==> src/rtl/mac_sequencer.sv <==
// MACH/MACL sequencer: turns decoded multiply/MAC/LDS/CLRMAC requests into datapath operand writes.
// Latency: ACK same cycle; 1-2 write phases then LAT_* EXEC cycles (all counted in CE_R cycles).
// Backpressure: STALL holds the pipeline on new requests or MAC reads while busy; nothing advances when CE_R=0.
// Opcode map: 0001 MUL.L, 0010 DMULU.L, 0011 DMULS.L, 1001 MAC.L, 1011 MAC.W,
// 0110 MULU.W, 0111 MULS.W, 0000/1000 LDS, 1111 CLRMAC; all other codes are NOPs.
// LAT_* must each be within 1..7 (3-bit countdown).
module mac_sequencer #(
  parameter int LAT_MULW = 1,
  parameter int LAT_MULL = 2,
  parameter int LAT_DMUL = 3,
  parameter int LAT_MACW = 2,
  parameter int LAT_MACL = 3
) (
  input  logic       CLK,
  input  logic       RST_N,
  input  logic       CE_R,
  input  logic       REQ,
  input  logic [3:0] OP,
  input  logic       SAT,
  input  logic [1:0] TGT,
  input  logic       RD_MAC,
  output logic       ACK,
  output logic       STALL,
  output logic       BUSY,
  output logic       OPND_SEL,
  output logic [1:0] MAC_SEL,
  output logic [3:0] MAC_OP,
  output logic       MAC_S,
  output logic       MAC_WE
);

  typedef enum logic [1:0] {IDLE, OPA, OPB, EXEC} state_t;

  state_t     state;
  logic [2:0] cnt;
  logic [3:0] op_q;
  logic       sat_q;
  logic [1:0] tgt_q;

  function automatic logic is_two(input logic [3:0] op);
    return op inside {4'b0001, 4'b0010, 4'b0011, 4'b1001, 4'b1011};
  endfunction

  function automatic logic is_mulw(input logic [3:0] op);
    return op inside {4'b0110, 4'b0111};
  endfunction

  function automatic logic is_nox(input logic [3:0] op);
    return op inside {4'b0000, 4'b1000, 4'b1111};
  endfunction

  // Register select for the final write phase: LDS uses its target, CLRMAC hits both.
  function automatic logic [1:0] last_sel(input logic [3:0] op, input logic [1:0] tgt);
    if (op == 4'b0000 || op == 4'b1000) return tgt;
    else if (op == 4'b1111)             return 2'b11;
    else                                return 2'b10;
  endfunction

  function automatic logic [2:0] lat_of(input logic [3:0] op);
    case (op)
      4'b0110, 4'b0111: return 3'(LAT_MULW);
      4'b0001:          return 3'(LAT_MULL);
      4'b0010, 4'b0011: return 3'(LAT_DMUL);
      4'b1011:          return 3'(LAT_MACW);
      4'b1001:          return 3'(LAT_MACL);
      default:          return 3'd1;
    endcase
  endfunction

  // Handshake outputs depend on the live request, so they are combinational off registered BUSY.
  always_comb begin
    ACK   = REQ & CE_R & ~BUSY;
    STALL = BUSY & (REQ | RD_MAC);
  end

  assign MAC_OP = op_q;
  assign MAC_S  = sat_q;

  // Sequencer FSM; datapath strobes are registered alongside the state they belong to.
  always_ff @(posedge CLK or negedge RST_N) begin
    if (!RST_N) begin
      state    <= IDLE;
      cnt      <= '0;
      op_q     <= '0;
      sat_q    <= 1'b0;
      tgt_q    <= '0;
      BUSY     <= 1'b0;
      MAC_WE   <= 1'b0;
      MAC_SEL  <= '0;
      OPND_SEL <= 1'b0;
    end else if (CE_R) begin
      case (state)
        IDLE: begin
          if (REQ) begin
            op_q  <= OP;
            sat_q <= SAT;
            tgt_q <= TGT;
            if (is_two(OP)) begin
              state    <= OPA;
              BUSY     <= 1'b1;
              MAC_WE   <= 1'b1;
              MAC_SEL  <= 2'b01;
              OPND_SEL <= 1'b0;
            end else if (is_mulw(OP) || is_nox(OP)) begin
              state    <= OPB;
              BUSY     <= 1'b1;
              MAC_WE   <= 1'b1;
              MAC_SEL  <= last_sel(OP, TGT);
              OPND_SEL <= 1'b0;
            end
          end
        end
        OPA: begin
          state    <= OPB;
          MAC_WE   <= 1'b1;
          MAC_SEL  <= last_sel(op_q, tgt_q);
          OPND_SEL <= 1'b1;
        end
        OPB: begin
          MAC_WE   <= 1'b0;
          MAC_SEL  <= '0;
          OPND_SEL <= 1'b0;
          if (is_nox(op_q)) begin
            state <= IDLE;
            BUSY  <= 1'b0;
          end else begin
            state <= EXEC;
            cnt   <= lat_of(op_q);
          end
        end
        EXEC: begin
          cnt <= cnt - 3'd1;
          if (cnt <= 3'd1) begin
            state <= IDLE;
            BUSY  <= 1'b0;
          end
        end
        default: state <= IDLE;
      endcase
    end
  end

endmodule

==> config.mk <==
export PLATFORM = sky130hd
export DESIGN_NAME = mac_sequencer
export DESIGN_NICKNAME = d
export VERILOG_FILES = /design/src/rtl/mac_sequencer.sv
export SDC_FILE = /design/constraint.sdc
export NUM_CORES = 1
export LEC_CHECK = 0
export BUFFER_PORTS_ARGS = -buffer_cell sky130_fd_sc_hd__buf_2
export CORE_MARGIN = 2
export CORE_UTILIZATION = 53
export DETAILED_ROUTE_END_ITERATION = 10
export GPL_ROUTABILITY_DRIVEN = 0
export HOLD_SLACK_MARGIN = 0.05
export PLACE_DENSITY = 0.78
export SYNTH_ARGS = -nofsm -noshare
export SYNTH_HDL_FRONTEND = slang
export SYNTH_SLANG_ARGS = --single-unit
==> constraint.sdc <==
create_clock -name CLK -period 2.3 [get_ports CLK]
set_clock_uncertainty 0.1 [all_clocks]
set_input_delay 0.345 -clock CLK [delete_from_list [all_inputs] [get_ports CLK]]
set_output_delay 0.345 -clock CLK [all_outputs]
set_load 0.05 [all_outputs]
==> summary.md <==
| Metric | Value |
|---|---|
| Dpl hpwl | 1.67 mm |
| CP peak stage delay | between 0.4 and 0.5 ns |
| P per Cell Area | 1540 nW/um2 |
| Area fraction in compound gates after synthesis | 0.201 |
| Critical-path cell list | inv_1, ha_1, and3_4, o21ai_2, mux2_1 |
| Sink Count | 17 |
| Run status | completed |
| Mean area per synthesized cell | 9.99 um2 |
| Critical Path RT | ~2.4 ns |
| Kind of critical path | reg -> reg |
| Endpoints failing setup | 0 |
| P_leak | 0.618 nW |
| Reg-to-reg endpoint | cnt[1] |
| WL/cell | 14.1 um |
| Worst EP arrival | 1.94 ns |
| Syn Nets | 130 |
| GRT Util Overall | 0.208 |
| Worst R2R Start | state[0] |
| Xor/xnor cell area share of the yosys netlist | 0 |
| Vias per cell | 5.63 |
| Clk buf depth | 2 |
| Final Hold Slack | between 0.15 and 0.2 ns |
| Largest net degree at the start of global routing | 18 |
| Post-synthesis sequential area ratio | 0.384 |
| Final period util | 0.813 |
| Slew headroom | 0.729 |
| Max-Cap Viols | 0 |
| Setup_tns | 0 ns |
| Die span in y | 49.7 um |
| CP Launch Type | flop |
| P&R area growth vs syn | 13.5% |
| FMAX | 0.535 GHz |
| Pre-antenna DRT Iters | 4 |
| Period minus WS final | 1.87 ns |
| Synth cell types | 43 |
| Actual slew at the worst max-slew pin | 0.407 ns |
| DRC | 0 |
| Combinational family with the most area after synthesis | compound AO/OA/AOI/OAI gates |
| Synth Flop Type | dfrtp_1 |
| Final Max Slew Viols | 0 |
| Antenna Violating Nets Remaining | 0 |
| Worst skew pair latency | between 0.2 and 0.3 ns |
| Commonest non-fill, non-tap cell in the layout | buf_2 |
| Die area | roughly 2500 um2 |
| R2r setup slk | 0.43 ns |
| Total wire length | 2.27 mm |
| Mapped Area | 1110 um2 |
| Total power | 1.94 mW |
| CP startpoint | state[0] |
| Worst R2R Path Depth | 5 |
| Reg clk slew, reported paths | 0.10 ns |
| Slowest-stage cell, CP | dfrtp_1 |
| Mux contribution to synthesized area | 0.130 |
| RSZ-0062 raised after global routing | no |
| Root buffer cell | clkbuf_4 |
| Number of synthesized flops with an enable pin | 0 |
| Antenna violations before repair | 0 |
| Worst Setup EP | cnt[1] |
| Starting Density | 0.565 |
| Post-CTS setup buffers | 0 |
| Starting DRT DRC Count | 16 |
| Share of async-settable or async-resettable flops after synthesis | 1.00 |
| Crit path buffers/inverters | 1 |
| YS warnings | 0 |
| Layout Nets | 154 |
| Hold path startpoint | TGT[0] |
| Vias post-DR | just over 900 |
| I/O pins | 24 |
| Synth Area in Adders | 0.0790 |
| Total grt overflow | 0 |
| Fraction of layout cells with a size suffix above 1 | 0.306 |
| Maximum vdd drop | 0.873 mV |
| Core Area | 1960 um2 |
| Worst path top cell family by delay | flip-flops |
| CP endpoint kind | flop |
| Synth Instances | 111 |
| Fill count | 177 |
| N_diodes | 0 |
| Post-Synth Simple-Gate Area | 0.138 |
| Die Width | just under 50 um |
| CTS tree | done |
| Total CTS buffers | 3 |
| Vias in the first global route | 917 |
| Hold Crit Class | in -> reg |
| First-pass GRT wire length | ~4 mm |
| Critical path depth in cells | 5 |
| Final hold violations | 0 |
| Placed cells | 156 |
| H-tree depth reported by CTS | 1 |
| Port buffer count | 23 |
| Crit-path max FO | 12 |
| Flops & latches, synth | 17 |
| Most frequent cells in the layout | buf_2 (23), dfrtp_1 (17), inv_1 (11) |
| Finished Layout Cells | 161 |
| Core Rows | 16 |
per-layer routing:
layer,GRT usage,share of wire
met1,0.258,0.46
met2,0.358,0.49
met3,0.0364,0.034
met4,0.0787,0.014
met5,0,0
what timing repair did:
item,CTS,global route
endpoints found under the hold margin,17,0
hold buffers,1,0
gates resized for setup,0,0
setup endpoints to repair,0,0
where the power goes:
part           internal [mW]  switching [mW]  total, mW
Combinational          0.437           0.744       1.18
Clock                 0.0673          0.0952      0.162
Sequential             0.438           0.153      0.592
Total                  0.943           0.993       1.94
sequential cells by signal (all words and copies together) (netlist names):
register,cells
MAC_S,1
MAC_WE,1
state,2
MAC_OP,4
BUSY,1
cnt,3
MAC_SEL,2
OPND_SEL,1
tgt_q,2
area by class of cell:
cell class / instances / area [um2] / share of cell area
Clock buffer: 4 / 26.3 / 0.0209
Inverter: 11 / 41.3 / 0.0328
Multi-Input combinational cell: 78 / 607 / 0.482
Sequential cell: 17 / 425 / 0.338
Tap cell: 27 / 33.8 / 0.0268
Timing Repair Buffer: 24 / 125 / 0.0994
metrics by stage:
step / util / area, um2 / setup slack, ns
after floorplan: - / 1110 / 0.259
after global placement: 0.623 / 1220 / 0.523
after detailed placement: 0.623 / 1220 / 0.456
after CTS: 0.642 / 1260 / 0.435
after global routing: 0.642 / 1260 / 0.296
final: 0.642 / 1260 / 0.431
synthesized netlist by cell type, types with 2 or more instances:
cell type	instances	area [um2]
o21ai_0	5	25.0
dfrtp_1	17	425
buf_6	2	22.5
nor2b_1	2	12.5
mux2_2	10	113
mux2i_1	2	20.0
clkbuf_1	2	7.51
nand3_1	3	15.0
inv_1	11	41.3
nor2_1	5	18.8
a21oi_1	6	30.0
ha_1	7	87.6
nand2_1	8	30.0
o211ai_1	2	15.0
cell families after synthesis:
| family | count (synthesis) |
|---|---|
| flops | 17 |
| simple gates | 28 |
| buf+inv | 16 |
| fa+ha+maj | 7 |
| compound gates | 30 |
| mux | 13 |
worst min path at each step:
stage	cells after the start	slack (ns)	to
finish	2	0.19	tgt_q[0]
global route	2	0.19	tgt_q[0]
CTS	2	0.18	tgt_q[0]
detailed placement	1	0.19	MAC_OP[2]
global placement	1	0.19	MAC_S
floorplan	0	-0.05	BUSY
Note: power is estimated with default switching activity, not from simulation.
